## src/rtl/instr_fetch_ctrl.sv

```systemverilog
// Instruction fetch controller: owns the fetch PC, drives instruction
// memory and buffers {pc, instr} pairs in a small prefetch FIFO.
module instr_fetch_ctrl #(
    parameter logic [31:0] RESET_PC   = 32'h0000_0000,
    parameter int          FIFO_DEPTH = 2
) (
    input  logic        clk,
    input  logic        rst,
    output logic [31:0] imem_addr,
    input  logic [31:0] imem_rdata,
    input  logic        redirect_valid,
    input  logic [31:0] redirect_pc,
    input  logic        halt,
    output logic        out_valid,
    input  logic        out_ready,
    output logic [31:0] out_instr,
    output logic [31:0] out_pc,
    output logic        fetch_halted
);

    localparam int PW = $clog2(FIFO_DEPTH);
    localparam int CW = PW + 1;

    typedef enum logic {
        FETCH  = 1'b0,
        HALTED = 1'b1
    } state_t;

    state_t          state;
    logic [31:0]     fetch_pc;
    logic [CW-1:0]   count;
    logic [PW-1:0]   rd_ptr;
    logic [PW-1:0]   wr_ptr;
    logic [31:0]     pc_mem    [FIFO_DEPTH];
    logic [31:0]     instr_mem [FIFO_DEPTH];

    logic            pop;
    logic            push;
    logic            full;

    function automatic logic [PW-1:0] ptr_inc(input logic [PW-1:0] p);
        return (p == PW'(FIFO_DEPTH - 1)) ? '0 : p + PW'(1);
    endfunction

    // Handshake and push qualification.
    always_comb begin
        full      = (count == CW'(FIFO_DEPTH));
        out_valid = (count != '0);
        pop       = out_valid & out_ready;
        push      = (state == FETCH) & ~redirect_valid & (~full | pop);
    end

    // Head of FIFO; zero when empty so reset shows all-zero outputs.
    always_comb begin
        out_pc    = out_valid ? pc_mem[rd_ptr]    : '0;
        out_instr = out_valid ? instr_mem[rd_ptr] : '0;
    end

    assign imem_addr    = fetch_pc;
    assign fetch_halted = (state == HALTED);

    // Fetch state: halt is a level, redirect never blocks the transition.
    always_ff @(posedge clk or posedge rst) begin
        if (rst) begin
            state <= FETCH;
        end else begin
            unique case (state)
                FETCH:   if (halt)  state <= HALTED;
                HALTED:  if (!halt) state <= FETCH;
                default: state <= FETCH;
            endcase
        end
    end

    // Fetch PC: redirect wins over sequential advance.
    always_ff @(posedge clk or posedge rst) begin
        if (rst) begin
            fetch_pc <= RESET_PC;
        end else if (redirect_valid) begin
            fetch_pc <= {redirect_pc[31:2], 2'b00};
        end else if (push) begin
            fetch_pc <= fetch_pc + 32'd4;
        end
    end

    // FIFO occupancy and pointers; redirect flushes everything.
    always_ff @(posedge clk or posedge rst) begin
        if (rst) begin
            count  <= '0;
            rd_ptr <= '0;
            wr_ptr <= '0;
        end else if (redirect_valid) begin
            count  <= '0;
            rd_ptr <= '0;
            wr_ptr <= '0;
        end else begin
            if (push) wr_ptr <= ptr_inc(wr_ptr);
            if (pop)  rd_ptr <= ptr_inc(rd_ptr);
            unique case ({push, pop})
                2'b10:   count <= count + CW'(1);
                2'b01:   count <= count - CW'(1);
                default: count <= count;
            endcase
        end
    end

    // FIFO storage; contents are qualified by count so no reset needed.
    always_ff @(posedge clk) begin
        if (push) begin
            pc_mem[wr_ptr]    <= fetch_pc;
            instr_mem[wr_ptr] <= imem_rdata;
        end
    end

endmodule

```

## config.mk

```make
export PLATFORM = sky130hd
export DESIGN_NAME = instr_fetch_ctrl
export DESIGN_NICKNAME = d
export VERILOG_FILES = /design/src/rtl/instr_fetch_ctrl.sv
export SDC_FILE = /design/constraint.sdc
export NUM_CORES = 1
export LEC_CHECK = 0
export ABC_AREA = 1
export CAP_MARGIN = 20
export CORE_ASPECT_RATIO = 0.9
export CORE_MARGIN = 5
export CORE_UTILIZATION = 50
export DETAILED_ROUTE_END_ITERATION = 16
export PLACE_DENSITY_LB_ADDON = 0.3
export SLEW_MARGIN = 20
export SYNTH_ARGS = -nofsm -noshare
export SYNTH_HDL_FRONTEND = slang
export SYNTH_SLANG_ARGS = --single-unit
```

## constraint.sdc

```tcl
create_clock -name clk -period 10.7 [get_ports clk]
set_input_delay 2.675 -clock clk [delete_from_list [all_inputs] [get_ports clk]]
set_output_delay 2.675 -clock clk [all_outputs]
set_load 0.01 [all_outputs]
```

Yosys cells after proc, flatten, opt, wreduce, memory -nomap -nowiden
Memories as Yosys holds them, arrays and structs flattened.
Cells that the tools add are included.
{"block": "totals", "register_bits": 37, "latch_bits": 0, "ram_bits": 128, "rom_bits": 0, "inputBits": 69, "output_inout_bits": 98, "elab_cells": 41, "mem_count": 2}
{"memory": "instr_mem", "words": 2, "width": 32, "rd": 1, "rd_ports_with_merged_regs": 0, "wr": 1, "line_no": "35", "source": "logic [31:0] instr_mem [FIFO_DEPTH];"}
{"memory": "pc_mem", "words": 2, "width": 32, "rd": 1, "rd_ports_with_merged_regs": 0, "wr": 1, "line_no": "34", "source": "logic [31:0] pc_mem [FIFO_DEPTH];"}
{"block": "op_classes", "n_addsub": 5, "mul": 0, "div": 0, "n_lt_le_gt_ge": 0, "eq_ne": 3, "n_shift": 0, "mux": 15, "bitwise_logic": 7, "reduce_logical": 4}
{"cell": "$mux 32", "n": 4}
{"cell": "$add 32x3->32 const B", "n": 1}
{"cell": "$mux 1", "n": 9}
{"cell": "$reduce_bool 2->1", "n": 3}
{"cell": "$eq 2x2->1 const B", "n": 2}
{"cell": "$pmux 2 s2", "n": 1}
{"cell": "$and 1x1->1", "n": 3}
{"cell": "$not 1->1", "n": 3}
{"cell": "$reduce_bool 3->1", "n": 1}
{"cell": "$add 1x1->1 const B", "n": 2}
{"cell": "$add 2x1->2 const B", "n": 1}
{"cell": "$eq 2x1->1 const B", "n": 1}
{"cell": "$mux 2", "n": 1}
{"cell": "$sub 2x1->2 const B", "n": 1}
{"cell": "$or 1x1->1", "n": 1}

Depth between registers and ports, before layout
Gate-level depths: netlist (run 1).
{"block": "depth", "depth_word": 7, "ltp_mapped": 10, "ltp_nobuf": 10}

Least setup slack after synthesis (run 1)
No wires, ideal clock.
{"block": "synth_path", "path_type": "input -> register", "startpoint": "input redirect_valid", "endpoint": "memory instr_mem[0][0], enable pin", "setup_time_ns": 0.484, "t_arrival_ns": 5.616, "required_ns": 10.216, "setup_slack_ns": 4.601, "stages": 3, "n_path_buf": 0, "cell_sequence": "inv_2 > nand3_4 > nor2_1"}
{"block": "synth_via", "elab_chain_cells": 5}
{"item": "from (decl)", "line_no": "11", "source": "input logic redirect_valid,"}
{"item": "$not 1->1", "line_no": "50", "source": "push = (state == FETCH) & ~redirect_valid & (~full | pop);"}
{"item": "$and 1x1->1 (2 in a row)", "line_no": "50"}
{"item": "$mux 1", "line_no": "109", "source": "if (push) begin"}
{"item": "$mux 1 (implied by the code)", "line_no": "111", "source": "instr_mem[wr_ptr] <= imem_rdata;"}
{"item": "to (decl)", "line_no": "35"}
No other way between the ends.

Final worst setup path (run 1)
{"block": "layout_path", "startpoint": "register rd_ptr", "endpoint": "output out_pc[16]"}
{"block": "layout_via", "elab_chain_cells": 2}
{"item": "from (decl)", "line_no": "32", "source": "logic [PW-1:0] rd_ptr;"}
{"item": "from (signal assigned)", "line_no": "98", "source": "if (pop) rd_ptr <= ptr_inc(rd_ptr);"}
{"item": "$mem_v2 2x32"}
{"item": "$mux 32", "line_no": "55", "source": "out_pc = out_valid ? pc_mem[rd_ptr] : '0;"}
{"item": "to (decl)", "line_no": "17", "source": "output logic [31:0] out_pc,"}
No other way between the ends.

==> results of run 1 <==
[flip-flops by register name (all words and copies together) (netlist names)]
register,flops
fetch_halted,1
count,2
imem_addr,30
rd_ptr,1
wr_ptr,1
instr_mem,64
pc_mem,60
[layer usage]
layer | global-route usage, % | wire (um) | vias to the layer above
li1 | - | - | 2763
met1 | 28.4 | 7470 | 2557
met2 | 34.3 | 7940 | 185
met3 | 6.10 | 1450 | 23
met4 | 6.11 | 265 | 0
met5 | 0 | 0 | -
[layout by cell type (no fill, tap or decap), types with 7 or more instances in the layout]
| cell type | Yosys | routed |
|---|---|---|
| clkbuf_16 | 0 | 17 |
| o211ai_1 | 7 | 7 |
| inv_1 | 52 | 52 |
| dfrtp_1 | 35 | 34 |
| edfxtp_1 | 124 | 124 |
| clkdlybuf4s50_1 | 0 | 160 |
| a21oi_1 | 64 | 64 |
| nand2_1 | 293 | 293 |
| nand3_1 | 35 | 35 |
| o21ai_0 | 9 | 9 |
| nor2_1 | 46 | 44 |
| xor2_1 | 8 | 8 |
| nor2_2 | 8 | 8 |
[cells by family after synthesis]
| family | share of synthesized area (%) |
|---|---|
| AOI/OAI and AO/OA | 6.79 |
| xor gates and xnor gates | 1.35 |
| adders and majority gates | 0.175 |
| buffers and inverters | 5.05 |
| DFF | 64.5 |
| other | 0.0526 |
| and+or+nand+nor | 22.1 |
[per-stage QoR]
stage,util (%),std cells
6_report,67.7,1105
5_1_grt,67.7,1105
4_1_cts,67.7,1105
3_5_place_dp,63.6,1073
3_3_place_gp,63.6,1073
2_1_floorplan,-,744
[worst paths after layout]
| check | startpoint | to | cells after the start |
|---|---|---|---|
| worst min register to register | imem_addr[31] | pc_mem[1][31] | 0 |
| max in group asynchronous | rst | rd_ptr | 3 |
| worst min-delay path | imem_addr[31] | pc_mem[1][31] | 0 |
| worst max register to register | count[0] | pc_mem[0][24] | 5 |
| worst max-delay path | rd_ptr | out_pc[16] | 4 |
| min in group asynchronous | rst | imem_addr[5] | 3 |
[power groups by stage]
stage	Sequential, mW	Clock, mW	Combinational, mW
floorplan	0.791	0	0.247
global placement	0.794	0	0.515
detailed placement	0.797	0	0.521
CTS	0.785	0.590	0.524
global route	0.794	0.614	0.572
finish	0.786	0.584	0.518
[layout make-up]
| class | count | area (um2) | share of cell area (%) |
|---|---|---|---|
| well taps | 193 | 241 | 2.55 |
| multi-input cells | 498 | 2200 | 23.2 |
| clock inverters | 13 | 140 | 1.48 |
| repair buffers | 166 | 1650 | 17.4 |
| inverters | 57 | 215 | 2.27 |
| flip-flops and latches | 159 | 4600 | 48.5 |
| clock buffers | 19 | 433 | 4.57 |
[worst max-delay path: cells and delay by family, from the launching register on]
| family | cells | cell delay [ns] |
|---|---|---|
| AOI/OAI and AO/OA | 1 | 0.09 |
| DFF | 1 | 0.36 |
| and+or+nand+nor | 1 | 0.24 |
| buffers and inverters | 2 | 1.24 |
==> results_dict.tcl, run 1 <==
set metrics [dict create \
    clkTransAtPathRegs_ns 0.06 \
    buffer_ports.inserted 160 \
    p_int_mw 1.32 \
    cts_sinks 159 \
    htreeDepth 4 \
    syn_avg_cell_area_um2 9.63 \
    hold_violations 0 \
    synth_edf_count 124 \
    ys.warnings.count 0 \
    drive_above_1_share_pct 6.14 \
    maxCapViolations 0 \
    nFillCells 1077 \
    synth_common_cells "293 x nand2_1, 124 x edfxtp_1, 64 x a21oi_1" \
    synth_cell_types 29 \
    comb_power_share_pct 27.4 \
    p_sw_mw 0.568 \
    synth_top_area_share_pct 52.2 \
    cp-end-kind "primary output" \
    clock_latency_ns 0.42 \
    row_count 41 \
    crit_path_cell_trace "clkinv_2 -> nand2_1 -> a21oi_1 -> clkdlybuf4s50_1" \
    dpl_cell_area_um2 8900 \
    num_antenna_cells 0 \
    ios 167 \
    synthToLayoutAreaGrowth_pct 32.8 \
    antenna_found_initial 0 \
    crit_slowest_cell "clkinv_2" \
    grt_pass1_wl_mm 27.4 \
    synth_top_cell_by_area "edfxtp_1" \
    grtUsageTotal_pct 21.3 \
    fmax_mhz 198 \
    clockBufferDepth 2 \
    arrival_ns 2.38 \
    r2r_slack_ns 8.38 \
    rsz0062_at_grt "no" \
    dp_hpwl_mm 11.2 \
    clock_skew_ns 0.00880 \
    whs_ns 0.567 \
    critPathMaxStageDelay_ns 0.67 \
    crit_required_ns 8.03 \
    slew_headroom_pct 40.3 \
    firstDrtPassIters 4 \
    ys_seq_elements 159 \
    clockPowerShare_pct 30.9 \
    synth_flop_cell "edfxtp_1" \
    wirelength_mm 17.1 \
    hold_path.class "reg -> reg" \
    cts_tree "built" \
    core_um2 14000 \
    slew_viol_final 0 \
    power.leakage_nw 3.69 \
    viasPerCell 5.00 \
    vias 5528 \
    antenna_left 0 \
    drt_iter0_drc 421 \
    die-area_um2 16800 \
    tns_ns 0 \
    nNetsFinal 969 \
    post_cts_buffers 0 \
    cp_max_fo 62 \
    die_x_um 136 \
    syn_inst 741 \
    irDropWorstVdd_v 0.000119 \
    netlist_top_cells_area "edfxtp_1 52%, nand2_1 15%, dfrtp_1 12%" \
    netlist_area_um2 7140 \
    ctsResizeCount 0 \
    first_global_vias 5450 \
    overflow 0 \
    root_buffer "clkbuf_16" \
    critPathKind "reg -> out" \
    cts_buffers 17 \
    p_seq_share_pct 41.6 \
    grt_max_degree 65 \
    power_density_nw_per_um2 199 \
    initial_core_util_pct 51.0 \
    async_flop_share_pct 22.0 \
    setup_violations 0 \
    setup.worst_path.start_class "flip-flop" \
    final_cell_area_um2 9480 \
    period_share_pct 47.2 \
    pre_cts_slack_ns 5.37 \
    synth.most_common_cell "nand2_1" \
    routabilityCongestion 0.897 \
    status "completed" \
    yosysSeqAreaShare_pct 64.5 \
    worstMarginPinSlew_ns 0.895 \
    drc 0 \
    wl_per_cell_um 15.5 \
    finalPower_mw 1.89 \
    p_sw_share_pct 30.1 \
    period_minus_slack_ns 5.05 \
    fin_ws_ns 5.65 \
    die_h_um 123 \
    hold_buffers 0 \
]
Note: power is estimated with default switching activity, not from simulation.
==> run 2: changes to the inputs <==
==> constraint.sdc (replaced) <==
create_clock -name clk -period 4.7 [get_ports clk]
set_input_delay 1.175 -clock clk [delete_from_list [all_inputs] [get_ports clk]]
set_output_delay 1.175 -clock clk [all_outputs]
set_load 0.01 [all_outputs]
==> run 2 against run 1 <==
Combinational power rose by 130%; critical path depth unchanged; total power increased by 130%; die area unchanged; register-to-register slack worse by 5.8 ns; worst setup slack got worse by 4.6 ns; sequential power up 130%; via count is 0.13% higher; sequential share of layout area fell by 0.12 points; largest power group unchanged.
==> results_dict.tcl, run 2 (synthesized netlist as in run 1, its figures left out) <==
set metrics [dict create \
    htreeDepth 4 \
    slew_viol_final 0 \
    root_buffer "clkbuf_16" \
    firstDrtPassIters 5 \
    cts_tree "built" \
    crit_path_start "count[0]" \
    hold_path.class "reg -> reg" \
    post_cts_buffers 0 \
    overflow 0 \
    largest_register "instr_mem" \
    rsz0062_at_grt "no" \
    period_minus_slack_ns 3.64 \
    cts_buffers 17 \
    wirelength_mm 17.1 \
    clockBufferDepth 2 \
    irDropWorstVdd_v 0.000266 \
    tns_ns 0 \
    core_um2 14000 \
    drt_iter0_drc 467 \
    comb_power_share_pct 27.8 \
    num_antenna_cells 0 \
    drive_above_1_share_pct 6.35 \
    drc 0 \
    fin_ws_ns 1.06 \
    routabilityCongestion 0.885 \
    hold_buffers 0 \
    maxCapViolations 0 \
    grt_pass1_wl_mm 27.5 \
    crit_required_ns 3.52 \
    first_global_vias 5401 \
    antenna_left 0 \
    largest_reg_flops 64 \
    pre_cts_slack_ns 1.12 \
    cts_sinks 159 \
    wl_per_cell_um 15.4 \
    viasPerCell 5.00 \
    die-area_um2 16800 \
    buffer_ports.inserted 160 \
    clock_latency_ns 0.42 \
    hold_violations 0 \
    ctsResizeCount 0 \
    cp-end-kind "primary output" \
    cp_max_fo 50 \
    reg2reg_to "pc_mem[1][14]" \
    period_share_pct 77.4 \
    worstMarginPinSlew_ns 0.718 \
    grt_max_degree 65 \
    arrival_ns 2.46 \
    slew_headroom_pct 52.0 \
    clockPowerShare_pct 30.2 \
    power.leakage_nw 3.70 \
    status "completed" \
    p_seq_share_pct 41.9 \
    ff2ff_path_depth 5 \
    row_count 41 \
    clkTransAtPathRegs_ns 0.06 \
    p_sw_share_pct 29.7 \
    die_x_um 136 \
    setup.worst_path.start_class "flip-flop" \
    fmax_mhz 275 \
    critPathKind "reg -> out" \
    grtUsageTotal_pct 21.4 \
    ios 167 \
    setup_violations 0 \
    r2r-start "count[0]" \
    r2r_slack_ns 2.61 \
    p_sw_mw 1.27 \
    nNetsFinal 971 \
    p_int_mw 3.00 \
    final_common_cell "nand2_1" \
    layout_common_cells "293 x nand2_1, 160 x clkdlybuf4s50_1, 124 x edfxtp_1" \
    crit_end "out_pc[17]" \
    dp_hpwl_mm 11.4 \
    antenna_found_initial 0 \
    initial_core_util_pct 51.0 \
    clock_skew_ns 0.00893 \
    power_density_nw_per_um2 449 \
    synthToLayoutAreaGrowth_pct 33.2 \
    vias 5535 \
    die_h_um 123 \
]
==> run 2: cell types whose count changed in the layout (fill, tap and decap cells not counted) <==
cell / delta
clkbuf_1: +1
clkinv_4: -3
inv_6: -2
clkinvlp_4: +1
inv_2: +1
buf_12: +2
clkinv_1: -1
clkinv_2: +3
==> run 2: layout make-up <==
type / count / area (um2)
multi-input cells: 498 / 2200
repair buffers: 168 / 1690
clock buffers: 20 / 437
inverters: 57 / 214
clock inverters: 12 / 120
well taps: 193 / 241
flip-flops and latches: 159 / 4600
fillers: 1078 / 4500
==> run 2: per-layer routing <==
| layer | wire length [um] | track usage, % |
|---|---|---|
| met1 | 7220 | 28.8 |
| met2 | 8090 | 34.3 |
| met3 | 1530 | 6.18 |
| met4 | 262 | 6.11 |
| met5 | 0 | 0 |
==> run 2: worst max-delay path, stage by stage, from the launching register on <==
cell	delay [ns]
dfrtp_1	0.46
nor2_4	0.38
buf_4	0.53
a21oi_1	0.09
clkdlybuf4s50_1	0.57
==> run 2: worst min path at each step <==
| stage | endpoint | cells past startpoint | slack (ns) | startpoint |
|---|---|---|---|---|
| 2_1_floorplan | wr_ptr | 2 | 0.52 | wr_ptr |
| 3_3_place_gp | pc_mem[0][31] | 0 | 0.53 | imem_addr[31] |
| 3_5_place_dp | pc_mem[1][31] | 0 | 0.53 | imem_addr[31] |
| 4_1_cts | pc_mem[0][31] | 0 | 0.56 | imem_addr[31] |
| 5_1_grt | pc_mem[0][31] | 0 | 0.60 | imem_addr[31] |
| 6_report | pc_mem[1][31] | 0 | 0.57 | imem_addr[31] |
==> run 2: power groups by stage <==
stage / clock [mW] / combinational (mW) / sequential (mW)
2_1_floorplan: 0 / 0.562 / 1.80
3_3_place_gp: 0 / 1.18 / 1.81
3_5_place_dp: 0 / 1.20 / 1.81
4_1_cts: 1.31 / 1.20 / 1.79
5_1_grt: 1.37 / 1.31 / 1.81
6_report: 1.29 / 1.19 / 1.79
==> run 2: through the flow <==
stage	total power, mW	cells	utilization (%)	cell area [um2]	hold slack [ns]
floorplan	2.36	744	-	7150	0.522
global placement	2.99	1075	63.9	8940	0.530
detailed placement	3.01	1075	63.9	8940	0.535
CTS	4.30	1107	67.8	9500	0.561
global route	4.48	1107	67.8	9500	0.598
finish	4.27	1107	67.8	9500	0.567
